`src/rtl/status_bank.sv`:
```
// Game-board register file: holds N 4-bit digit cells, commits the adder result on enable release.
// Optional single-level undo is enabled by defining STATUS_BANK_UNDO_EN.
module status_bank #(
  parameter int unsigned         N           = 10,
  parameter logic [N*4-1:0]      INIT_STATUS = {N{4'd1}},
  parameter int unsigned         CNT_W       = 8
) (
  input  logic               clk,
  input  logic               rst,
  input  logic               enable,
  input  logic [3:0]         values,
  input  logic [3:0]         selected_index,
`ifdef STATUS_BANK_UNDO_EN
  input  logic               undo,
`endif
  output logic [N*4-1:0]     status,
  output logic               commit_ok,
  output logic               commit_err,
  output logic [CNT_W-1:0]   move_count,
  output logic               board_clear,
  output logic               busy
);

  typedef enum logic [1:0] {IDLE, ARMED, WRITE} state_t;

  localparam logic [4:0] N_L          = 5'(N);
  localparam logic       W_INIT_CLEAR = (INIT_STATUS == '0);

  state_t             r_state;
  logic [N*4-1:0]     r_status;
  logic [3:0]         r_val;
  logic [3:0]         r_idx;
  logic               r_ok;
  logic               r_err;
  logic [CNT_W-1:0]   r_cnt;
  logic               r_clear;

  logic               w_valid;
  logic               w_all_zero;
  logic [3:0]         w_prev;

`ifdef STATUS_BANK_UNDO_EN
  logic               r_undo_q;
  logic               r_undo_valid;
  logic [3:0]         r_u_idx;
  logic [3:0]         r_u_val;
  logic               w_undo_go;

  assign w_undo_go = (r_state == IDLE) && undo && !r_undo_q && r_undo_valid;
`endif

  // w_prev is the cell about to be overwritten, kept for undo
  always_comb begin
    w_valid    = ({1'b0, r_idx} < N_L) && (r_val <= 4'd9);
    w_all_zero = 1'b1;
    w_prev     = '0;
    for (int unsigned i = 0; i < N; i++) begin
      if (r_status[i*4 +: 4] != 4'd0) w_all_zero = 1'b0;
      if (r_idx == 4'(i))             w_prev     = r_status[i*4 +: 4];
    end
  end

  always_ff @(posedge clk or posedge rst) begin
    if (rst) begin
      r_state  <= IDLE;
      r_status <= INIT_STATUS;
      r_val    <= '0;
      r_idx    <= '0;
      r_ok     <= 1'b0;
      r_err    <= 1'b0;
      r_cnt    <= '0;
      r_clear  <= W_INIT_CLEAR;
`ifdef STATUS_BANK_UNDO_EN
      r_undo_q     <= 1'b0;
      r_undo_valid <= 1'b0;
      r_u_idx      <= '0;
      r_u_val      <= '0;
`endif
    end else begin
      r_ok    <= 1'b0;
      r_err   <= 1'b0;
      r_clear <= w_all_zero;
      case (r_state)
        IDLE: begin
          if (enable) r_state <= ARMED;
        end
        ARMED: begin
          if (!enable) begin
            r_val   <= values;
            r_idx   <= selected_index;
            r_state <= WRITE;
          end
        end
        WRITE: begin
          r_state <= IDLE;
          if (w_valid) begin
            for (int unsigned i = 0; i < N; i++) begin
              if (r_idx == 4'(i)) r_status[i*4 +: 4] <= r_val;
            end
            if (r_cnt != '1) r_cnt <= r_cnt + CNT_W'(1);
            r_ok <= 1'b1;
`ifdef STATUS_BANK_UNDO_EN
            r_u_idx      <= r_idx;
            r_u_val      <= w_prev;
            r_undo_valid <= 1'b1;
`endif
          end else begin
            r_err <= 1'b1;
          end
        end
        default: r_state <= IDLE;
      endcase
`ifdef STATUS_BANK_UNDO_EN
      r_undo_q <= undo;
      // Undo only fires from IDLE, so it never collides with a WRITE commit
      if (w_undo_go) begin
        for (int unsigned i = 0; i < N; i++) begin
          if (r_u_idx == 4'(i)) r_status[i*4 +: 4] <= r_u_val;
        end
        if (r_cnt != '0 && r_cnt != '1) r_cnt <= r_cnt - CNT_W'(1);
        r_undo_valid <= 1'b0;
        r_ok         <= 1'b1;
      end
`endif
    end
  end

  assign status      = r_status;
  assign commit_ok   = r_ok;
  assign commit_err  = r_err;
  assign move_count  = r_cnt;
  assign board_clear = r_clear;
  assign busy        = (r_state != IDLE);

endmodule

```
`config.mk`:
```
export PLATFORM = sky130hd
export DESIGN_NAME = status_bank
export DESIGN_NICKNAME = d
export VERILOG_FILES = /design/src/rtl/status_bank.sv
export SDC_FILE = /design/constraint.sdc
export NUM_CORES = 1
export LEC_CHECK = 0
export CAP_MARGIN = 20
export CORE_MARGIN = 3
export CORE_UTILIZATION = 45
export CTS_CLUSTER_DIAMETER = 30
export DETAILED_ROUTE_END_ITERATION = 12
export GPL_TIMING_DRIVEN = 0
export PLACE_DENSITY = 0.74
export SYNTH_ARGS = -nofsm -noshare
export SYNTH_HDL_FRONTEND = slang
export SYNTH_SLANG_ARGS = --single-unit
```
`constraint.sdc`:
```
create_clock -name clk -period 2.85 [get_ports clk]
set_clock_uncertainty 0.15 [all_clocks]
set_input_delay 0.57 -clock clk [delete_from_list [all_inputs] [get_ports clk]]
set_output_delay 0.57 -clock clk [all_outputs]
set_load 0.01 [all_outputs]
```
==> run metrics, run 1 <==
Port-buffer cells=62; die area=0.00658 mm2; critical path, cell by cell=o21a_1 -> or3_1 -> nor3_1 -> mux2_2; area of the core=around 0.0053 mm2; Hold Buf Count CTS=0; Max clock buf depth=2; FFs w/ async S/R, synth=1.00; peak supply drop=about 0.00045 V; fin nets=267; Primary FF master, synth=dfrtp_1; area leader, netlist=dfrtp_1; CTS tree=yes; number of diodes=0; Detail Placement HPWL=3.88 mm; Worst EP arrival=2.34 ns; EDFF count, synth=0; Die H=81.1 um; syn_nets=around 190; gp weighted congestion=0.775; post-synthesis cell area=0.00254 mm2; top cells by count, synth=dfrtp_1, mux2_2, nor4_1; sequential area share after synthesis=0.606; synth warn=0; DR iter-0 viols=44; Worst-Skew Late Latency=0.33 ns; critical path type=flop to flop; status=complete, no violations; Worst setup EP type=flop; postcts setup bufs=0; CP Data Required Time=2.91 ns; most instantiated library cell after synthesis=dfrtp_1; final wirelength=5.35 mm; Total GRT Usage=0.181; post-placement cell area=0.00327 mm2; CP Max Fanout=4; Final setup viols=0; Synth cell types=31; area share of the largest cell type after synthesis=0.503; DRC=0; Slew Limit Headroom=0.568; CP delay by family, top=simple AND/OR/NAND/NOR gates; largest net degree at the start of global routing=36; final setup TNS=0 ns; Buffers & Inverters on Critical Path=0; row count=26; routed vias=1708; wire length per cell=around 16 um; vias in the first global route=1696; largest cells by area after synthesis=dfrtp_1, mux2_2, dfstp_2; hold_sp=r_state[1]; design area=0.00352 mm2; slowest stage cell on the critical path=nor3_1; Initial Utilization=0.482; Cell Pwr Density=898 mW/mm2; Yosys reg bits=61; Worst setup SP type=flop; min Tclk post-route=2.27 ns; maxcap violations=0; Critical Path Max Stage Delay=0.56 ns; Num CTS Buffers=9; worst min path class=flop to flop; first-pass GRT wire length=8.74 mm; H-tree levels=3; worst r2r src=r_val[2]; I/O Pins=63; Hold Fails Final Rpt=0; grt ovf=0; Slew Viols, Final=0; die extent in x=about 81 um; RSZ-0062 raised after global routing=false; CTS resizes=0; Clock Tree Root=clkbuf_8; worst setup path start=r_val[2]; Clock transition at path regs=0.06 ns; Worst Max-Slew Pin Slew=0.643 ns; period utilization=0.798; leakage=1.53 nW; maximum clock rate=0.440 GHz; antenna violations before repair=0; Num Clock Sinks=61; drt pass-1 iters=4; Post-Syn Area per Cell=14.0 um2; Antenna Nets Post-Route=0; fraction of layout cells with a size suffix above 1=0.315; Post-Syn Instances=181; routed vias/inst=5.18; Area Overhead vs Synth=38.5%
-- worst reg2reg max path: cells and delay by family, from the launching register on --
family | cells | cell delay [ns]
AND/OR/NAND/NOR | 2 | 0.97
flip-flops | 1 | 0.41
AO/OA/AOI/OAI | 1 | 0.22
multiplexers | 1 | 0.41
-- path summary, 6_finish.rpt --
check / endpoint / slack [ns] / depth (start not counted)
max: status[15] / 0.58 / 4
max reg2reg: status[15] / 0.58 / 4
min in group asynchronous: move_count[3] / 0.48 / 2
max in group asynchronous: status[8] / 1.43 / 3
min: r_state[0] / 0.31 / 1
min reg2reg: r_state[0] / 0.31 / 1
-- cells by family (layout without fill, tap and decap cells) --
family | count (synthesis) | in the layout | synth area share
AO/OA/AOI/OAI | 6 | 6 | 0.0133
XOR/XNOR | 6 | 6 | 0.0207
adder cells (fa/ha/maj) | 1 | 1 | 0.00493
buffers and inverters | 10 | 89 | 0.0148
flip-flops | 61 | 61 | 0.606
multiplexers | 49 | 49 | 0.217
AND/OR/NAND/NOR | 48 | 48 | 0.123
-- stage by stage --
stage                     setup slack (ns)  total power (W)  instances  hold slack [ns]  utilization
after CTS                            0.573          0.00319        330            0.315        0.667
final                                0.576          0.00316        330            0.314        0.667
after global routing                 0.466          0.00333        330            0.335        0.667
after global placement              -0.437          0.00221        313            0.307        0.616
after floorplan                      0.634          0.00171        181            0.289            -
after detailed placement             0.581          0.00224        314            0.305        0.620
-- routing by layer --
metal	GRT usage	vias up	share of wire
met2	0.278	35	0.48
met1	0.244	848	0.47
li1	-	815	-
met3	0.0344	10	0.032
met4	0.0963	0	0.020
met5	0	-	0
-- power by group --
part	internal, W	switching [W]	total (W)	leakage, nW
clock network	0.000628	0.000319	0.000946	0.127
registers	0.00111	0.000191	0.00130	0.777
logic	0.000548	0.000366	0.000915	0.627
total	0.00228	0.000876	0.00316	1.53
-- cell type report --
cell class                 instances  area (um2)
clock buffer                      12         155
multi-input combinational        110         962
clock inverter                     4        95.1
sequential                        61        1540
timing repair buffer              63         641
inverter                           3        11.3
tap                               70        87.6
fill                             430        1750
buffer                             7        26.3
-- flip-flops by register name, summed over array words and instances, names as in the netlist --
name	cells
r_idx	4
status	40
commit_ok	1
move_count	8
r_state	2
commit_err	1
r_val	4
board_clear	1
-- placed cells by master (no fill, tap or decap), drive strengths merged --
master,instances
clkdlybuf4s50,62
dfrtp,51
mux2,49
clkbuf,19
nor4,12
dfstp,10
nor3,6
xor2,5
nand3,4
nand4,4
nand2,3
nor2,3
bufinv,3
inv,3
nor2b,2
or3,2
o21ai,2
nor3b,2
or2,2
a21oi,2
or3b,2
nor4b,2
o21a,1
nand2b,1
or4b,1
nand3b,1
xnor2,1
nand4b,1
a31oi,1
ha,1
clkinv,1
buf,1
Note: power is estimated with default switching activity, not from simulation.
==> inputs of run 2 (changes only) <==
CORE_UTILIZATION = 44   (was 45)
PLACE_DENSITY = 0.75   (was 0.74)
clock period = 1.85 ns   (was 2.85 ns; I/O delays follow)
==> run metrics, run 2 (same netlist as run 1, synthesis figures left out) <==
status=finished with violations; violated checks=setup timing; Hold Buf Count CTS=0; Buffers & Inverters on Critical Path=0; Cell Pwr Density=between 1000 and 1500 mW/mm2; Hold Fails Final Rpt=0; I/O Pins=63; peak supply drop=0.000721 V; Fillers=approximately 410; grt ovf=0; Slew Limit Headroom=0.599; Worst setup EP type=flop; wire length per cell=between 15 and 20 um; Reg2Reg Setup Slack=-0.26 ns; Clock transition at path regs=approximately 0.07 ns; CP delay by family, top=simple AND/OR/NAND/NOR gates; routed vias=around 1800; Internal=approximately 0.0034 W; die extent in x=82.0 um; post-placement cell area=between 0.003 and 0.004 mm2; CP Data Required Time=1.92 ns; die area=0.00672 mm2; critical path type=flop to flop; worst r2r src=r_val[1]; slowest stage cell on the critical path=or4b_4; design area=0.00382 mm2; largest net degree at the start of global routing=37; CTS tree=yes; Post-Place Cells=approximately 320; antenna violations before repair=0; final wirelength=between 6 and 7 mm; Num CTS Buffers=9; CP Max Fanout=4; WP depth=4; switching portion of total power=0.298; R2R cell count=4; most frequent cells in the layout=dfrtp_1, clkdlybuf4s50_1, mux2_2; most common cell after layout, fill and taps aside=dfrtp_1; Total GRT Usage=0.198; final non-filler cell total=348; maxcap violations=0; drt pass-1 iters=4; vias in the first global route=1854; worst min path class=input port to asynchronous set/reset pin; H-tree levels=3; Clock Tree Root=clkbuf_8; Worst-Skew Late Latency=0.33 ns; FF-to-FF End=status[18]; routed vias/inst=5.17; Max clock buf depth=2; Clock power frac=0.268; number of flip-flops in the largest register=40; Num Clock Sinks=61; Die H=82.0 um; DP Worst Slack=-0.375 ns; DRC=0; Final setup viols=29; period utilization=1.14; Hold WS=0.302 ns; Sequential Power Share=0.411; row count=27; min Tclk post-route=between 2 and 2.5 ns; area of the core=0.00554 mm2; Initial Utilization=0.458; fraction of layout cells with a size suffix above 1=0.424; critical path, cell by cell=o21a_1 -> or4b_4 -> or3_4 -> mux2_2; gp weighted congestion=0.814; Worst setup SP type=flop; RSZ-0062 raised after global routing=true; Detail Placement HPWL=3.96 mm; post-route setup slack=-0.260 ns; first-pass GRT wire length=9.56 mm; Logic pwr share=0.320; maximum clock rate=0.474 GHz; DR iter-0 viols=62; leakage=1.84 nW; fin nets=283; Antenna Nets Post-Route=0; Area Overhead vs Synth=50.3%; number of diodes=0; Worst Max-Slew Pin Slew=about 0.6 ns; Slew Viols, Final=0; Critical Path Max Stage Delay=0.51 ns; Worst EP arrival=2.18 ns; Port-buffer cells=62; Switch Pwr=0.00145 W
==> run 2: cell types whose count changed in the layout (fill, tap and decap cells not counted), sizes merged <==
cell,delta
dlymetal6s2s,+7
dlygate4sd2,+11
bufinv,-1
clkinv,+2
inv,-1
buf,+18
clkinvlp,+2
clkdlybuf4s50,-19
clkbuf,-3
==> run 2: final cells by class <==
| class | instances | area (um2) | share of cell area |
|---|---|---|---|
| Clock inverter | 6 | 86.3 | 0.0226 |
| Buffer | 6 | 23.8 | 0.00623 |
| Inverter | 3 | 15.0 | 0.00393 |
| Sequential cell | 61 | 1540 | 0.404 |
| Tap cell | 72 | 90.1 | 0.0236 |
| Multi-Input combinational cell | 110 | 1110 | 0.291 |
| Clock buffer | 10 | 138 | 0.0361 |
| Timing Repair Buffer | 80 | 812 | 0.213 |
==> run 2: how the worst max path moves through the flow <==
stage | slack [ns] | endpoint | startpoint
2_1_floorplan | -0.16 | status[21] | r_val[1]
3_3_place_gp | -0.34 | status[3] | r_val[1]
3_5_place_dp | -0.37 | status[1] | r_val[1]
4_1_cts | -0.26 | status[23] | r_val[1]
5_1_grt | -0.30 | status[27] | r_val[3]
6_report | -0.26 | status[18] | r_val[1]
==> run 2: layer usage <==
| layer | share of wire | routed length [um] | GRT usage | up-vias |
|---|---|---|---|---|
| met1 | 0.44 | 2680 | 0.265 | 892 |
| met5 | 0 | 0 | 0 | - |
| met2 | 0.50 | 3030 | 0.303 | 48 |
| met4 | 0.022 | 131 | 0.113 | 0 |
| met3 | 0.038 | 229 | 0.0329 | 12 |
| li1 | - | - | - | 847 |
==> run 2: power by group through the flow <==
stage / Clock [W] / Sequential (W) / Combinational (W)
after global placement: 0 / 0.00202 / 0.00140
after global routing: 0.00140 / 0.00206 / 0.00169
after floorplan: 0 / 0.00210 / 0.000547
after CTS: 0.00133 / 0.00201 / 0.00150
final: 0.00131 / 0.00200 / 0.00156
after detailed placement: 0 / 0.00203 / 0.00143
==> run 2: metrics by stage <==
step	TNS, ns	util	total power (W)
after floorplan	-3.23	-	0.00265
after global placement	-15.91	0.593	0.00342
after detailed placement	-11.14	0.597	0.00346
after CTS	-4.57	0.666	0.00485
after global routing	-5.65	0.689	0.00515
final	-4.08	0.689	0.00487
==> run 2: what timing repair did <==
action,in CTS,in global routing
resized for setup,41,23
pin swaps,7,5
endpoints found under the setup margin,52,51
buffers inserted,11,6
==> inputs of run 3 (changes only) <==
GPL_ROUTABILITY_DRIVEN = 0   (was unset)
HOLD_SLACK_MARGIN = 0.08   (was unset)
SETUP_SLACK_MARGIN = 0.15   (was unset)
==> run metrics, run 3 (same netlist as run 1, synthesis figures left out) <==
R2R cell count=4; DR iter-0 viols=65; Num Clock Sinks=61; maximum clock rate=between 0.4 and 0.5 GHz; fraction of layout cells with a size suffix above 1=0.422; worst min path class=input port to asynchronous set/reset pin; critical path type=flop to flop; Worst setup SP type=flop; Clock Tree Root=clkbuf_8; post-layout util=0.674; H-tree levels=3; Antenna Nets Post-Route=0; status=finished with violations; Hold Fails Final Rpt=0; I/O Pins=between 60 and 70; Power Total=around 0.0046 W; CP Max Fanout=4; Area Overhead vs Synth=47.0%; routed vias/inst=5.23; critical path, cell by cell=o21a_1 -> or4b_4 -> or3b_4 -> mux2_2; WP depth=4; largest net degree at the start of global routing=32; slowest stage cell on the critical path=or4b_4; Hold WS=0.334 ns; vias in the first global route=~1800; Final setup viols=36; number of diodes=0; Initial Utilization=0.458; drt pass-1 iters=6; Slew Viols, Final=0; Worst EP arrival=about 2.2 ns; routed vias=1814; Port-buffer cells=62; post-route setup slack=-0.273 ns; RSZ-0062 raised after global routing=true; DRC=0; Buffers & Inverters on Critical Path=0; area of the core=0.00554 mm2; leakage=roughly 1.9 nW; Num CTS Buffers=9; CTS tree=yes; most common cell after layout, fill and taps aside=dfrtp_1; die area=~0.0067 mm2; Total GRT Usage=0.196; period utilization=1.15; Critical Path Max Stage Delay=0.52 ns; Detail Placement HPWL=3.93 mm; die extent in x=between 80 and 90 um; Worst setup EP type=flop; fin nets=284; Die H=82.0 um; Clock transition at path regs=~0.060 ns; Max clock buf depth=2; final setup TNS=-5.49 ns; antenna violations before repair=0; CP Data Required Time=1.92 ns; peak supply drop=about 0.00068 V; Worst Max-Slew Pin Slew=0.670 ns; violated checks=setup timing; number of flip-flops in the largest register=40; first-pass GRT wire length=around 9.4 mm; most frequent cells in the layout=dfrtp_1, dlygate4sd2_1, mux2_2; final wirelength=6.00 mm; Slew Limit Headroom=0.552; maxcap violations=0; row count=27; grt ovf=0; Worst-Skew Late Latency=between 0.3 and 0.4 ns; Cell Pwr Density=between 1000 and 1500 mW/mm2; min Tclk post-route=2.12 ns; wire length per cell=approximately 17 um; CP delay by family, top=simple AND/OR/NAND/NOR gates
[run 3: final timing paths]
| path | endpoint | start | slack [ns] |
|---|---|---|---|
| max | status[27] | r_val[2] | -0.27 |
| min | status[34] | rst | 0.33 |
| max reg2reg | status[27] | r_val[2] | -0.27 |
| min reg2reg | move_count[5] | move_count[5] | 0.37 |
| max in group asynchronous | status[0] | rst | 0.59 |
| min in group clk | move_count[5] | move_count[5] | 0.37 |
[run 3: area by class of cell]
| cell class | instances | area (um2) |
|---|---|---|
| buffer | 7 | 40.0 |
| clock buffer | 12 | 155 |
| clock inverter | 2 | 35.0 |
| fill | 426 | 1810 |
| inverter | 3 | 15.0 |
| multi-input combinational | 110 | 1120 |
| sequential | 61 | 1540 |
| tap | 72 | 90.1 |
| timing repair buffer | 80 | 732 |
[run 3: timing repair]
item	4_1_cts	5_1_grt
gates cloned	0	0
pin swaps	8	7
hold buffers	0	0
endpoints found under the setup margin	100	52
gates resized for setup	74	17
endpoints found under the hold margin	0	0
setup buffers	14	3
[run 3: where the power goes]
group          internal, W  total, W  switching [W]
clock network     0.000679   0.00116       0.000480
registers          0.00170   0.00199       0.000290
logic             0.000815   0.00147       0.000656
[run 3: metrics by stage]
step | area [um2] | instances | setup slack (ns)
2_1_floorplan | 2600 | 181 | -0.160
3_3_place_gp | 3310 | 315 | -0.295
3_5_place_dp | 3330 | 316 | -0.319
4_1_cts | 3650 | 344 | -0.264
5_1_grt | 3730 | 347 | -0.330
6_report | 3730 | 347 | -0.273
[run 3: per-layer routing]
metal | share of wire | global-route usage
met5 | 0 | 0
met4 | 0.020 | 0.0797
met3 | 0.039 | 0.0526
met2 | 0.53 | 0.321
met1 | 0.41 | 0.246
